## src/rtl/fx2_pkg.sv

```systemverilog
// fx2_pkg: shared FX2 GPIF read-path types and constants.
package fx2_pkg;

    typedef enum logic [1:0] {IDLE, OE, RD, GAP} rd_state_t;

    localparam logic [1:0]  FX2_EP2_ADR  = 2'b00;
    localparam logic [15:0] FX2_HDR_WORD = 16'hA55A;

endpackage

```

## src/rtl/fx2_sample_fifo.sv

```systemverilog
// fx2_sample_fifo: synchronous sample FIFO with free-entry count; push accepted when full if a pop happens the same cycle.
module fx2_sample_fifo #(
    parameter int DEPTH = 4,
    parameter int W     = 24
) (
    input  logic                     clk,
    input  logic                     rst_n,
    input  logic                     clr,
    input  logic                     push,
    input  logic [W-1:0]             din,
    input  logic                     pop,
    output logic [W-1:0]             dout,
    output logic                     valid,
    output logic [$clog2(DEPTH):0]   free
);
    localparam int AW = $clog2(DEPTH);
    localparam logic [AW:0] FULL = (AW+1)'(DEPTH);

    logic [W-1:0] mem [DEPTH];
    logic [AW:0]  wp, rp, cnt;
    logic         do_push, do_pop;

    assign cnt     = wp - rp;
    assign valid   = cnt != '0;
    assign free    = FULL - cnt;
    assign do_pop  = pop && valid;
    assign do_push = push && (cnt != FULL || do_pop);
    // Output forced to zero while empty so the idle bus is clean.
    assign dout    = valid ? mem[rp[AW-1:0]] : '0;

    always_ff @(posedge clk)
        if (do_push) mem[wp[AW-1:0]] <= din;

    always_ff @(posedge clk or negedge rst_n)
        if (!rst_n) begin
            wp <= '0;
            rp <= '0;
        end else if (clr) begin
            wp <= '0;
            rp <= '0;
        end else begin
            wp <= wp + (AW+1)'(do_push);
            rp <= rp + (AW+1)'(do_pop);
        end

endmodule

```

## src/rtl/fx2_stream_reader.sv

```systemverilog
// fx2_stream_reader: drains FX2 EP2 OUT over GPIF, strips packet headers and unpacks word triplets into 24-bit samples.
// Header checking is built only when FX2_RD_HDR_CHECK_EN is defined.
module fx2_stream_reader
    import fx2_pkg::*;
#(
    parameter int          PKT_WORDS  = 256,
    parameter logic [15:0] HDR_WORD   = FX2_HDR_WORD,
    parameter int          FIFO_DEPTH = 4
) (
    input  logic        clk,
    input  logic        rst_n,
    input  logic        resync,
    input  logic        flag_a,
    input  logic [15:0] fd_i,
    output logic        slrd,
    output logic        sloe,
    output logic [1:0]  fifoadr,
    output logic [23:0] m_data_o,
    output logic        m_valid_o,
    input  logic        m_ready_i,
    output logic        hdr_err_o
);
    localparam int WW = $clog2(PKT_WORDS);
    localparam int FW = $clog2(FIFO_DEPTH) + 1;
    localparam logic [WW-1:0] LAST = WW'(PKT_WORDS - 1);

    rd_state_t     state, nstate;
    logic          gap_cnt, flag_q, word_v, room, hdr, push, drop;
    logic [15:0]   fd_q, w_prev;
    logic [WW-1:0] wcnt;
    logic [1:0]    ph;
    logic [23:0]   push_data;
    logic [FW-1:0] free;

    assign fifoadr   = FX2_EP2_ADR;
    assign room      = free >= FW'(2);
    assign hdr       = word_v && wcnt == '0;
    assign push      = word_v && !hdr && ph != 2'd0 && !drop && !resync;
    // The previous word is always the earlier half of the current triplet pair.
    assign push_data = (ph == 2'd1) ? {fd_q[7:0], w_prev} : {fd_q, w_prev[15:8]};

    always_ff @(posedge clk or negedge rst_n)
        if (!rst_n) begin
            flag_q  <= 1'b0;
            fd_q    <= '0;
            word_v  <= 1'b0;
            state   <= IDLE;
            gap_cnt <= 1'b0;
        end else begin
            flag_q  <= flag_a;
            fd_q    <= fd_i;
            word_v  <= state == RD && !resync;
            state   <= resync ? IDLE : nstate;
            gap_cnt <= !resync && state == GAP && !gap_cnt;
        end

    // GAP spans two cycles so the registered flag reflects the last strobe before the next decision.
    always_comb begin
        nstate = state;
        sloe   = 1'b0;
        slrd   = 1'b1;
        case (state)
            IDLE: begin
                sloe = 1'b1;
                if (flag_q && room) nstate = OE;
            end
            OE:  nstate = RD;
            RD: begin
                slrd   = 1'b0;
                nstate = GAP;
            end
            GAP:     if (gap_cnt) nstate = (flag_q && room) ? RD : IDLE;
            default: nstate = IDLE;
        endcase
    end

    always_ff @(posedge clk or negedge rst_n)
        if (!rst_n) begin
            wcnt   <= '0;
            ph     <= 2'd0;
            w_prev <= '0;
        end else if (resync) begin
            wcnt <= '0;
            ph   <= 2'd0;
        end else if (word_v) begin
            wcnt   <= (wcnt == LAST) ? '0 : wcnt + WW'(1);
            ph     <= (hdr || ph == 2'd2) ? 2'd0 : ph + 2'd1;
            w_prev <= fd_q;
        end

`ifdef FX2_RD_HDR_CHECK_EN
    always_ff @(posedge clk or negedge rst_n)
        if (!rst_n) begin
            drop      <= 1'b0;
            hdr_err_o <= 1'b0;
        end else if (resync) begin
            drop      <= 1'b0;
            hdr_err_o <= 1'b0;
        end else begin
            drop      <= hdr ? fd_q != HDR_WORD : drop;
            hdr_err_o <= hdr && fd_q != HDR_WORD;
        end
`else
    assign drop      = 1'b0;
    assign hdr_err_o = 1'b0;
`endif

    fx2_sample_fifo #(
        .DEPTH (FIFO_DEPTH),
        .W     (24)
    ) u_fifo (
        .clk   (clk),
        .rst_n (rst_n),
        .clr   (resync),
        .push  (push),
        .din   (push_data),
        .pop   (m_ready_i),
        .dout  (m_data_o),
        .valid (m_valid_o),
        .free  (free)
    );

endmodule
```

## config.mk

```make
export PLATFORM = sky130hd
export DESIGN_NAME = fx2_stream_reader
export DESIGN_NICKNAME = d
export VERILOG_FILES = /design/src/rtl/fx2_pkg.sv /design/src/rtl/fx2_sample_fifo.sv /design/src/rtl/fx2_stream_reader.sv
export SDC_FILE = /design/constraint.sdc
export NUM_CORES = 1
export LEC_CHECK = 0
export ABC_AREA = 0
export BUFFER_PORTS_ARGS = -buffer_cell sky130_fd_sc_hd__clkbuf_2
export CELL_PAD_IN_SITES_DETAIL_PLACEMENT = 0
export CELL_PAD_IN_SITES_GLOBAL_PLACEMENT = 1
export CORE_AREA = 2 2 152 154
export CTS_CLUSTER_DIAMETER = 100
export DETAILED_ROUTE_END_ITERATION = 12
export DIE_AREA = 0 0 154 156
export GPL_ROUTABILITY_DRIVEN = 0
export PLACE_DENSITY = 0.49
export SYNTH_ARGS = -nofsm -noshare
export SYNTH_HDL_FRONTEND = slang
export SYNTH_SLANG_ARGS = --single-unit
```

## constraint.sdc

```tcl
create_clock -name clk -period 6.4 [get_ports clk]
set_clock_uncertainty 0.05 [all_clocks]
set_input_delay 0.96 -clock clk [delete_from_list [all_inputs] [get_ports clk]]
set_output_delay 0.96 -clock clk [all_outputs]
set_load 0.03 [all_outputs]
```

## Yosys cells after proc, flatten, opt, wreduce, memory -nomap -nowiden

Memory sizes are Yosys's and may differ from the RTL's.
Index checks and enable logic that the tools add are counted.

- $add $sub $neg: 6
- Magnitude comparators: 1
- Equal/unequal tests: 9
- Multiplexer cells: 19
- Bitwise logic cells: 1
- Reductions and logical operators: 22

Operator list:

| cell | count |
|---|---|
| 2-to-1 mux 24 bit | 2 |
| 2-to-1 mux 8 bit | 3 |
| 2-to-1 mux 2 bit | 7 |
| logical AND 1 bit | 10 |
| != test 3 bit, second input constant | 3 |
| adder 8 x 1 -> 8 bit, second input constant | 1 |
| equality test 8 bit, second input constant | 1 |
| zero test 8 bit | 1 |
| case mux 2 bit (4 select lines) | 1 |
| adder 3 x 1 -> 3 bit | 2 |
| equality test 2 bit, second input constant | 3 |
| 2-to-1 mux 3 bit | 2 |
| equality test 2 x 1 -> 1 bit, second input constant | 2 |
| 2-to-1 mux 1 bit | 4 |
| AND reduction 2 bit | 2 |
| nonzero test 2 bit | 2 |
| greater-or-equal comparator 3 x 2 -> 1 bit, second input constant | 1 |
| zero test 1 bit | 3 |
| nonzero test 3 bit | 1 |
| subtractor 3 bit | 1 |
| subtractor 3 bit, first input constant | 1 |
| adder 2 x 1 -> 2 bit, second input constant | 1 |
| zero test 2 bit | 1 |
| logical OR 1 bit | 2 |
| inverter 1 bit | 1 |

- Flip-flop bits (word level): 53
- Memory bits (writable): 96
- Input port bits: 21
- Output and inout bits: 30
- Word-level logic and storage cells: 69
- Memories kept: 1

Memories:

| memory | depth | bits a word | rd ports | clocked after Yosys merged registers in | write ports | line | text |
|---|---|---|---|---|---|---|---|
| u_fifo.mem | 4 | 24 | 1 | 0 | 1 | fx2_sample_fifo.sv:19 | `logic [W-1:0] mem [DEPTH];` |

## Depth between registers and ports, before layout

Gate-level depths: netlist of the first run.

- Word-level depth: 9
- Gate-level depth with buffers: 14
- Gate-level depth less buffers: 14

## Modules after synthesis

From an unflattened synthesis of the first run, not the netlist that was laid out.

- Cells, all modules: 385
- Area total of the unflattened synthesis: 6167.2 µm²

By module, submodules not included:

| module | instances | cells each | area each (µm²) | sequential area each (µm²) |
|---|---|---|---|---|
| fx2_sample_fifo | 1 | 220 | 4088.9 | 3032.9 |
| fx2_stream_reader | 1 | 165 | 2078.2 | 1176.1 |

## Least setup slack after synthesis of the first run

Ideal clock, no wire load.

- Path kind: flip-flop to flip-flop
- From: register u_fifo.wp[0]
- To: memory u_fifo.mem[1][0], enable pin
- Library setup time: 0.435 ns
- Data arrival time: 3.481 ns
- Required time: 5.915 ns
- Path slack: 2.434 ns
- Stages on the path, launching flop included: 9
- Buffers on the path: 0
- Clock period less this slack: 3.966 ns
- Cell sequence: dfrtp_1 > inv_1 > ha_1 > fa_1 > ha_1 > ha_1 > nor2b_1 > o221ai_2 > nor3_1

- Cells in the longest elaborated chain, start to end: 7
- Elaborated cells on any way between the ends: 8
- Those cells by class: 1 x add/sub; 1 x eq/ne; 2 x mux; 4 x reduce/logical

Ends and longest elaborated chain:

| element | line | text |
|---|---|---|
| from (decl) | fx2_sample_fifo.sv:20 | `logic [AW:0] wp, rp, cnt;` |
| from (signal assigned) | fx2_sample_fifo.sv:42 | `wp <= wp + (AW+1)'(do_push);` |
| subtractor 3 bit | fx2_sample_fifo.sv:23 | `assign cnt = wp - rp;` |
| nonzero test 3 bit | fx2_sample_fifo.sv:24 | `assign valid = cnt != '0;` |
| logical AND 1 bit | fx2_sample_fifo.sv:26 | `assign do_pop = pop && valid;` |
| logical OR 1 bit | fx2_sample_fifo.sv:27 | `assign do_push = push && (cnt != FULL \|\| do_pop);` |
| logical AND 1 bit | fx2_sample_fifo.sv:27 |  |
| 2-to-1 mux 1 bit | fx2_sample_fifo.sv:32 | `if (do_push) mem[wp[AW-1:0]] <= din;` |
| 2-to-1 mux 1 bit (not written as such) | fx2_sample_fifo.sv:32 |  |
| to (decl) | fx2_sample_fifo.sv:19 |  |

Parallel ways exist; a longest one is shown, timed or not.

## Final worst setup path of the first run

- From: register u_fifo.wp[0]
- To: output m_data_o[1]

- Cells in the longest elaborated chain, start to end: 3

Ends and longest elaborated chain:

| element | line | text |
|---|---|---|
| subtractor 3 bit | fx2_sample_fifo.sv:23 |  |
| nonzero test 3 bit | fx2_sample_fifo.sv:24 |  |
| 2-to-1 mux 24 bit | fx2_sample_fifo.sv:29 | `assign dout = valid ? mem[rp[AW-1:0]] : '0;` |
| to (decl) | fx2_stream_reader.sv:18 | `output logic [23:0] m_data_o,` |

Every way passes these cells.

==> results.yml, run 1 <==
power:
  total_power_mw: 2.89
  switching_share_pct: 32.4
  p_int_mw: 1.96
  p_seq_share_pct: 40.5
  vdd_drop_max_mv: 0.208
  p_per_area_nw_per_um2: 396
  p_clk_share_pct: 33.0
  leakage_nw: 2.69
  power_frac_comb_pct: 26.5
  power_switching_mw: 0.936
layout:
  regArea_um2: 4210
  antenna_cells: 0
  drive_gt1_share_pct: 38.2
  fin_area_um2: 7310
  multi_input_area_um2: 1830
  fill_cells: 2180
  syn_to_final_growth_pct: 18.7
  fin_nets: 447
drt:
  first_iter_violations: 109
  firstDrtPassIters: 4
  drc: 0
  vias: 3116
  wl_per_cell_um: 17.2
  ant_nets: 0
  viasPerCell: 4.39
  routed_wl_mm: 12.2
grt:
  overflow: 0
  grt_pass1_vias: 3441
  grt_usage_pct: 10.9
  grt_max_degree: 54
  antenna_found_initial: 0
  grt_pass1_wl_mm: 19.4
worst_setup_path:
  cp.arrival_ps: 3140
  r2r_slack_ps: 3380
  reg2reg_depth: 9
  worst_r2r_startpoint: "u_fifo.wp[0]"
  crit_type: "reg -> out"
  endpoint: "m_data_o[1]"
  cp_max_fo: 25
  critPathLaunchType: "flop"
  critPathRequiredTime_ps: 5390
  critPathLaunch: "u_fifo.wp[0]"
  endpoint_kind: "output pin"
  r2r_end: "u_fifo.mem[1][4]"
logic_synthesis:
  seq_area_frac_synth_pct: 68.3
  synth_compound_area_share_pct: 1.97
  ys_types: 40
  async_flop_share_pct: 35.6
  synth_fa_ha_area_share_pct: 3.17
  synth_xor_area_share_pct: 0.995
  synth_mux_area_share_pct: 16.4
  synthTopCellsByCount: "edfxtp_1 (96), dfrtp_1 (53), mux2_2 (40)"
  netlist.area_leader.share_pct: 46.8
  ys_seq_elements: 149
  synth-edff-count: 96
  synth_area_per_cell_um2: 17.4
  synth_top_cell_by_area: "edfxtp_1"
  yosysWarningCount: 0
  yosys.area_share.simple_pct: 6.62
  synthTopCellsByArea: "edfxtp_1 (47%), dfrtp_1 (22%), mux4_2 (8.8%), mux2_2 (7.3%), ha_1 (2.8%)"
  syn_area_um2: 6160
  syn_inst: 354
  synth.most_common_cell: "edfxtp_1"
  ys.flop_type: "edfxtp_1"
  synth_top_family_by_area: "multiplexers"
timing:
  hold_viol: 0
  slew_violations: 0
  slew_headroom_pct: 33.5
  setup_tns_ps: 0
  finalWorstPathRequiredPeriod_ps: 4150
  final.period_utilization_pct: 64.9
  grt_setup_unrepaired: "no"
  fmax_ghz: 0.241
  setup_viol: 0
  tightest_slew_ps: 998
floorplan:
  core-area_um2: 22400
  die-area_um2: 24000
  rows: 55
  die-height_um: 156
  boundaryPins: 51
  die_x_um: 154
  initial_core_util_pct: 27.5
clock_tree:
  cts_buffers: 17
  cts_resized: 0
  post_cts_buffers: 0
  ctsHoldBuffers: 0
  cts_buffer_depth: 2
  cts_tree: "yes"
  clock-root-buffer: "clkbuf_16"
  cts_sinks: 149
  worstSkewPairLatency_ps: 420
  clk_pin_slew_ps: 70
  cts_htree_levels: 4
placement:
  dp_hpwl_mm: 7.26
  io_buffers: 47
  placed_cell_area_um2: 6740
hold_path:
  hp-class: "reg -> reg"
status:
  outcome: "finished clean"
job:
  drv_cap: 0
cells by family after synthesis:
| family | after synthesis |
|---|---|
| DFF | 149 |
| and+or+nand+nor | 68 |
| muxes | 66 |
| buffers and inverters | 32 |
| AOI/OAI and AO/OA | 16 |
| adders and majority gates | 15 |
| xor gates and xnor gates | 7 |
| other | 1 |
area by class of cell:
class,instances,area share (%)
Inverter,13,0.667
Clock buffer,17,5.82
Clock inverter,15,2.02
Timing Repair Buffer,55,4.04
Multi-Input combinational cell,175,25.0
Sequential cell,149,57.6
Tap cell,285,4.88
layout by cell type (no fill, tap or decap), types with 3 or more instances in the layout:
cell type and n:
dfrtp_1 52, buf_4 8, clkinv_4 3, and2_1 24, inv_1 13, nand3_1 5
nor2b_1 5, a21oi_1 6, clkbuf_16 17, mux2_2 40, clkbuf_2 47, nor3_2 4
clkinvlp_4 5, nand2b_1 7, inv_6 3, a32o_1 3, nor2_1 8, ha_1 14
xnor2_1 4, conb_1 3, mux4_2 24, xor2_1 3, edfxtp_1 96
metal layers:
metal	vias up	global-route usage (%)	wire length, µm
met3	10	2.83	409
met2	60	19.0	6290
met1	1603	12.8	5330
li1	1443	-	-
met5	-	0	0
met4	0	4.58	184
worst min path at each step:
stage                    from        end  slack (ps)  cells past startpoint
floorplan           w_prev[0]  w_prev[0]         420                      1
global placement    w_prev[4]  w_prev[4]         430                      1
detailed placement  w_prev[4]  w_prev[4]         440                      1
CTS                 w_prev[0]  w_prev[0]         460                      1
global route        w_prev[0]  w_prev[0]         470                      1
finish              w_prev[1]  w_prev[1]         450                      1
power groups by stage:
stage	logic, mW	registers [mW]	clock network (mW)
finish	0.766	1.17	0.955
global route	0.844	1.18	1.02
CTS	0.794	1.17	0.984
detailed placement	0.791	1.19	0
global placement	0.776	1.19	0
floorplan	0.577	1.17	0
registers in the layout, indices dropped and copies added (netlist names):
register and count:
u_fifo.mem 96, fd_q 16, w_prev 16, wcnt 8
u_fifo.rp 3, u_fifo.wp 3, ph 2, state 2
flag_q 1, gap_cnt 1, word_v 1
worst max-delay path, cell delays in order, from the launching register on:
cell      delay (ps)
dfrtp_1          410
inv_1            110
ha_1             210
fa_1             470
ha_1             230
ha_1             220
inv_1            560
and2_1           290
clkbuf_2         230
per-stage QoR:
step	instances	util (%)	worst slack, ps	hold slack [ps]
final	709	32.7	2250	450
after global routing	709	32.7	1990	469
after CTS	709	32.7	2170	456
after detailed placement	677	30.1	2630	439
after global placement	677	30.1	2720	433
after floorplan	356	-	2430	424
(Power assumes the default switching activity.)
==> run 2, diff against run 1 <==
--- a/config.mk
+++ b/config.mk
@@ -5,16 +5,16 @@
 export SDC_FILE = /design/constraint.sdc
 export NUM_CORES = 1
 export LEC_CHECK = 0
-export ABC_AREA = 0
+export ABC_AREA = 1
 export BUFFER_PORTS_ARGS = -buffer_cell sky130_fd_sc_hd__clkbuf_2
 export CELL_PAD_IN_SITES_DETAIL_PLACEMENT = 0
 export CELL_PAD_IN_SITES_GLOBAL_PLACEMENT = 1
-export CORE_AREA = 2 2 152 154
+export CORE_AREA = 2 2 153 155
 export CTS_CLUSTER_DIAMETER = 100
 export DETAILED_ROUTE_END_ITERATION = 12
-export DIE_AREA = 0 0 154 156
+export DIE_AREA = 0 0 155 157
 export GPL_ROUTABILITY_DRIVEN = 0
-export PLACE_DENSITY = 0.49
+export PLACE_DENSITY = 0.52
 export SYNTH_ARGS = -nofsm -noshare
 export SYNTH_HDL_FRONTEND = slang
 export SYNTH_SLANG_ARGS = --single-unit
==> constraint.sdc (replaced) <==
create_clock -name clk -period 3.9 [get_ports clk]
set_clock_uncertainty 0.05 [all_clocks]
set_input_delay 0.585 -clock clk [delete_from_list [all_inputs] [get_ports clk]]
set_output_delay 0.585 -clock clk [all_outputs]
set_load 0.03 [all_outputs]
==> results.yml, run 2 <==
status:
  outcome: "finished clean"
floorplan:
  initial_core_util_pct: 27.8
  die-height_um: 157
  core-area_um2: 22500
  boundaryPins: 51
  rows: 55
  die-area_um2: 24300
  die_x_um: 155
timing:
  setup_tns_ps: 0
  slew_violations: 0
  fmax_ghz: 0.297
  grt_setup_unrepaired: "no"
  final.period_utilization_pct: 86.3
  hold_viol: 0
  setup_viol: 0
  setup_slack_ps: 533
  tightest_slew_ps: 1000
  slew_headroom_pct: 33.2
  finalWorstPathRequiredPeriod_ps: 3370
worst_setup_path:
  reg2reg_depth: 11
  endpoint_kind: "output pin"
  worst_r2r_startpoint: "u_fifo.wp[0]"
  r2r_slack_ps: 950
  critPathLaunchType: "flop"
  cp.arrival_ps: 2730
  crit_type: "reg -> out"
  cp_max_fo: 22
  critPathRequiredTime_ps: 3260
  r2r_end: "u_fifo.mem[2][22]"
clock_tree:
  worstSkewPairLatency_ps: 420
  cts_buffer_depth: 2
  cts_buffers: 17
  ctsHoldBuffers: 0
  cts_resized: 0
  post_cts_buffers: 0
  cts_sinks: 149
  clk_pin_slew_ps: 70
  cts_htree_levels: 4
  clock-root-buffer: "clkbuf_16"
  cts_tree: "yes"
logic_synthesis:
  synth_mux_area_share_pct: 1.44
  syn_area_um2: 6250
  syn_inst: 577
  synthTopCellsByCount: "nor2_1 (120), edfxtp_1 (96), nand2_1 (76)"
  seq_area_frac_synth_pct: 67.4
  netlist.area_leader.share_pct: 46.1
  synth.most_common_cell: "nor2_1"
  yosys.area_share.simple_pct: 12.9
  synth_top_family_by_area: "simple AND/OR/NAND/NOR gates"
  ys_seq_elements: 149
  synth_fa_ha_area_share_pct: 3.12
  synth_area_per_cell_um2: 10.8
  synth_compound_area_share_pct: 9.17
  yosysWarningCount: 0
  async_flop_share_pct: 35.6
  synthTopCellsByArea: "edfxtp_1 (46%), dfrtp_1 (21%), nor2_1 (7.2%), o21ai_0 (5.4%), nand2_1 (4.6%)"
  ys_types: 24
  synth_top_cell_by_area: "edfxtp_1"
  synth_xor_area_share_pct: 0.561
  ys.flop_type: "edfxtp_1"
  synth-edff-count: 96
drt:
  first_iter_violations: 203
  wl_per_cell_um: 14.9
  vias: 4001
  routed_wl_mm: 13.8
  viasPerCell: 4.33
  firstDrtPassIters: 5
  drc: 0
  ant_nets: 0
layout:
  drive_gt1_share_pct: 16.0
  layout_common_cells: "nor2_1 (116), edfxtp_1 (96), nand2_1 (76), o21ai_0 (68), dfrtp_1 (53)"
  final_common_cell: "nor2_1"
  fin_nets: 661
  largest_register_ffs: 96
  syn_to_final_growth_pct: 18.1
  antenna_cells: 0
  fill_cells: 2278
hold_path:
  hp-class: "in -> reg"
  min_from: "fd_i[4]"
  whs_path_depth: 1
  min_to: "fd_q[4]"
placement:
  dp_hpwl_mm: 8.91
  io_buffers: 47
  place_ws_ps: 927
grt:
  grt_usage_pct: 11.9
  overflow: 0
  grt_pass1_vias: 3939
  antenna_found_initial: 0
  grt_pass1_wl_mm: 21.6
  grt_max_degree: 50
power:
  vdd_drop_max_mv: 0.302
  p_per_area_nw_per_um2: 667
  total_power_mw: 4.92
  leakage_nw: 2.98
job:
  drv_cap: 0
## run 2: final cells by class
class	instances	area, µm²	share of cell area (%)
clock buffer	17	425	5.77
tap	285	357	4.83
multi-input combinational	352	1720	23.3
clock inverter	15	181	2.46
inverter	49	184	2.49
sequential	149	4210	57.1
timing repair buffer	56	303	4.10
## run 2: report_power, final
group / total, mW / leakage, nW / switching (mW) / internal [mW]
registers: 1.93 / 1.54 / 0.0713 / 1.86
logic: 1.38 / 1.15 / 1.01 / 0.374
clock network: 1.61 / 0.289 / 0.745 / 0.868
total: 4.92 / 2.98 / 1.82 / 3.10
## run 2: through the flow
step | instance area (µm²) | instances | hold WS, ps | util [%]
final | 7380 | 923 | 217 | 32.8
after global routing | 7380 | 923 | 196 | 32.8
after CTS | 7380 | 923 | 195 | 32.8
after detailed placement | 6770 | 891 | 371 | 30.1
after global placement | 6770 | 891 | 360 | 30.1
after floorplan | 6260 | 579 | 239 | -
## run 2: worst max path at each step
stage	to	slack, ps	startpoint
global route	m_data_o[17]	330	u_fifo.wp[0]
floorplan	u_fifo.mem[0][0]	210	u_fifo.rp[0]
detailed placement	u_fifo.mem[1][11]	930	u_fifo.wp[0]
CTS	m_data_o[17]	500	u_fifo.wp[0]
global placement	u_fifo.mem[1][12]	1000	u_fifo.wp[0]
finish	m_data_o[17]	530	u_fifo.wp[0]
## run 2: cells by family after synthesis
family          Yosys count
compound gates          114
fa+ha+maj                15
mux                       8
simple gates            208
other cells               1
xor+xnor                  4
buf+inv                  78
flops                   149
## run 2: critical path, stage by stage (launching register included)
cell and delay, ps:
dfrtp_1 390, inv_1 90, ha_1 190, fa_1 460, ha_1 220, ha_1 260, buf_4 240, a21oi_1 220
clkbuf_2 250
## run 2: per-layer routing
layer  part of all wire (%)  GRT usage (%)  vias to the layer above
met1                     50           16.4                     1918
li1                       -              -                     2017
met5                      0              0                        -
met2                     46           18.7                       55
met3                    3.2           2.56                       11
met4                    1.2           4.41                        0
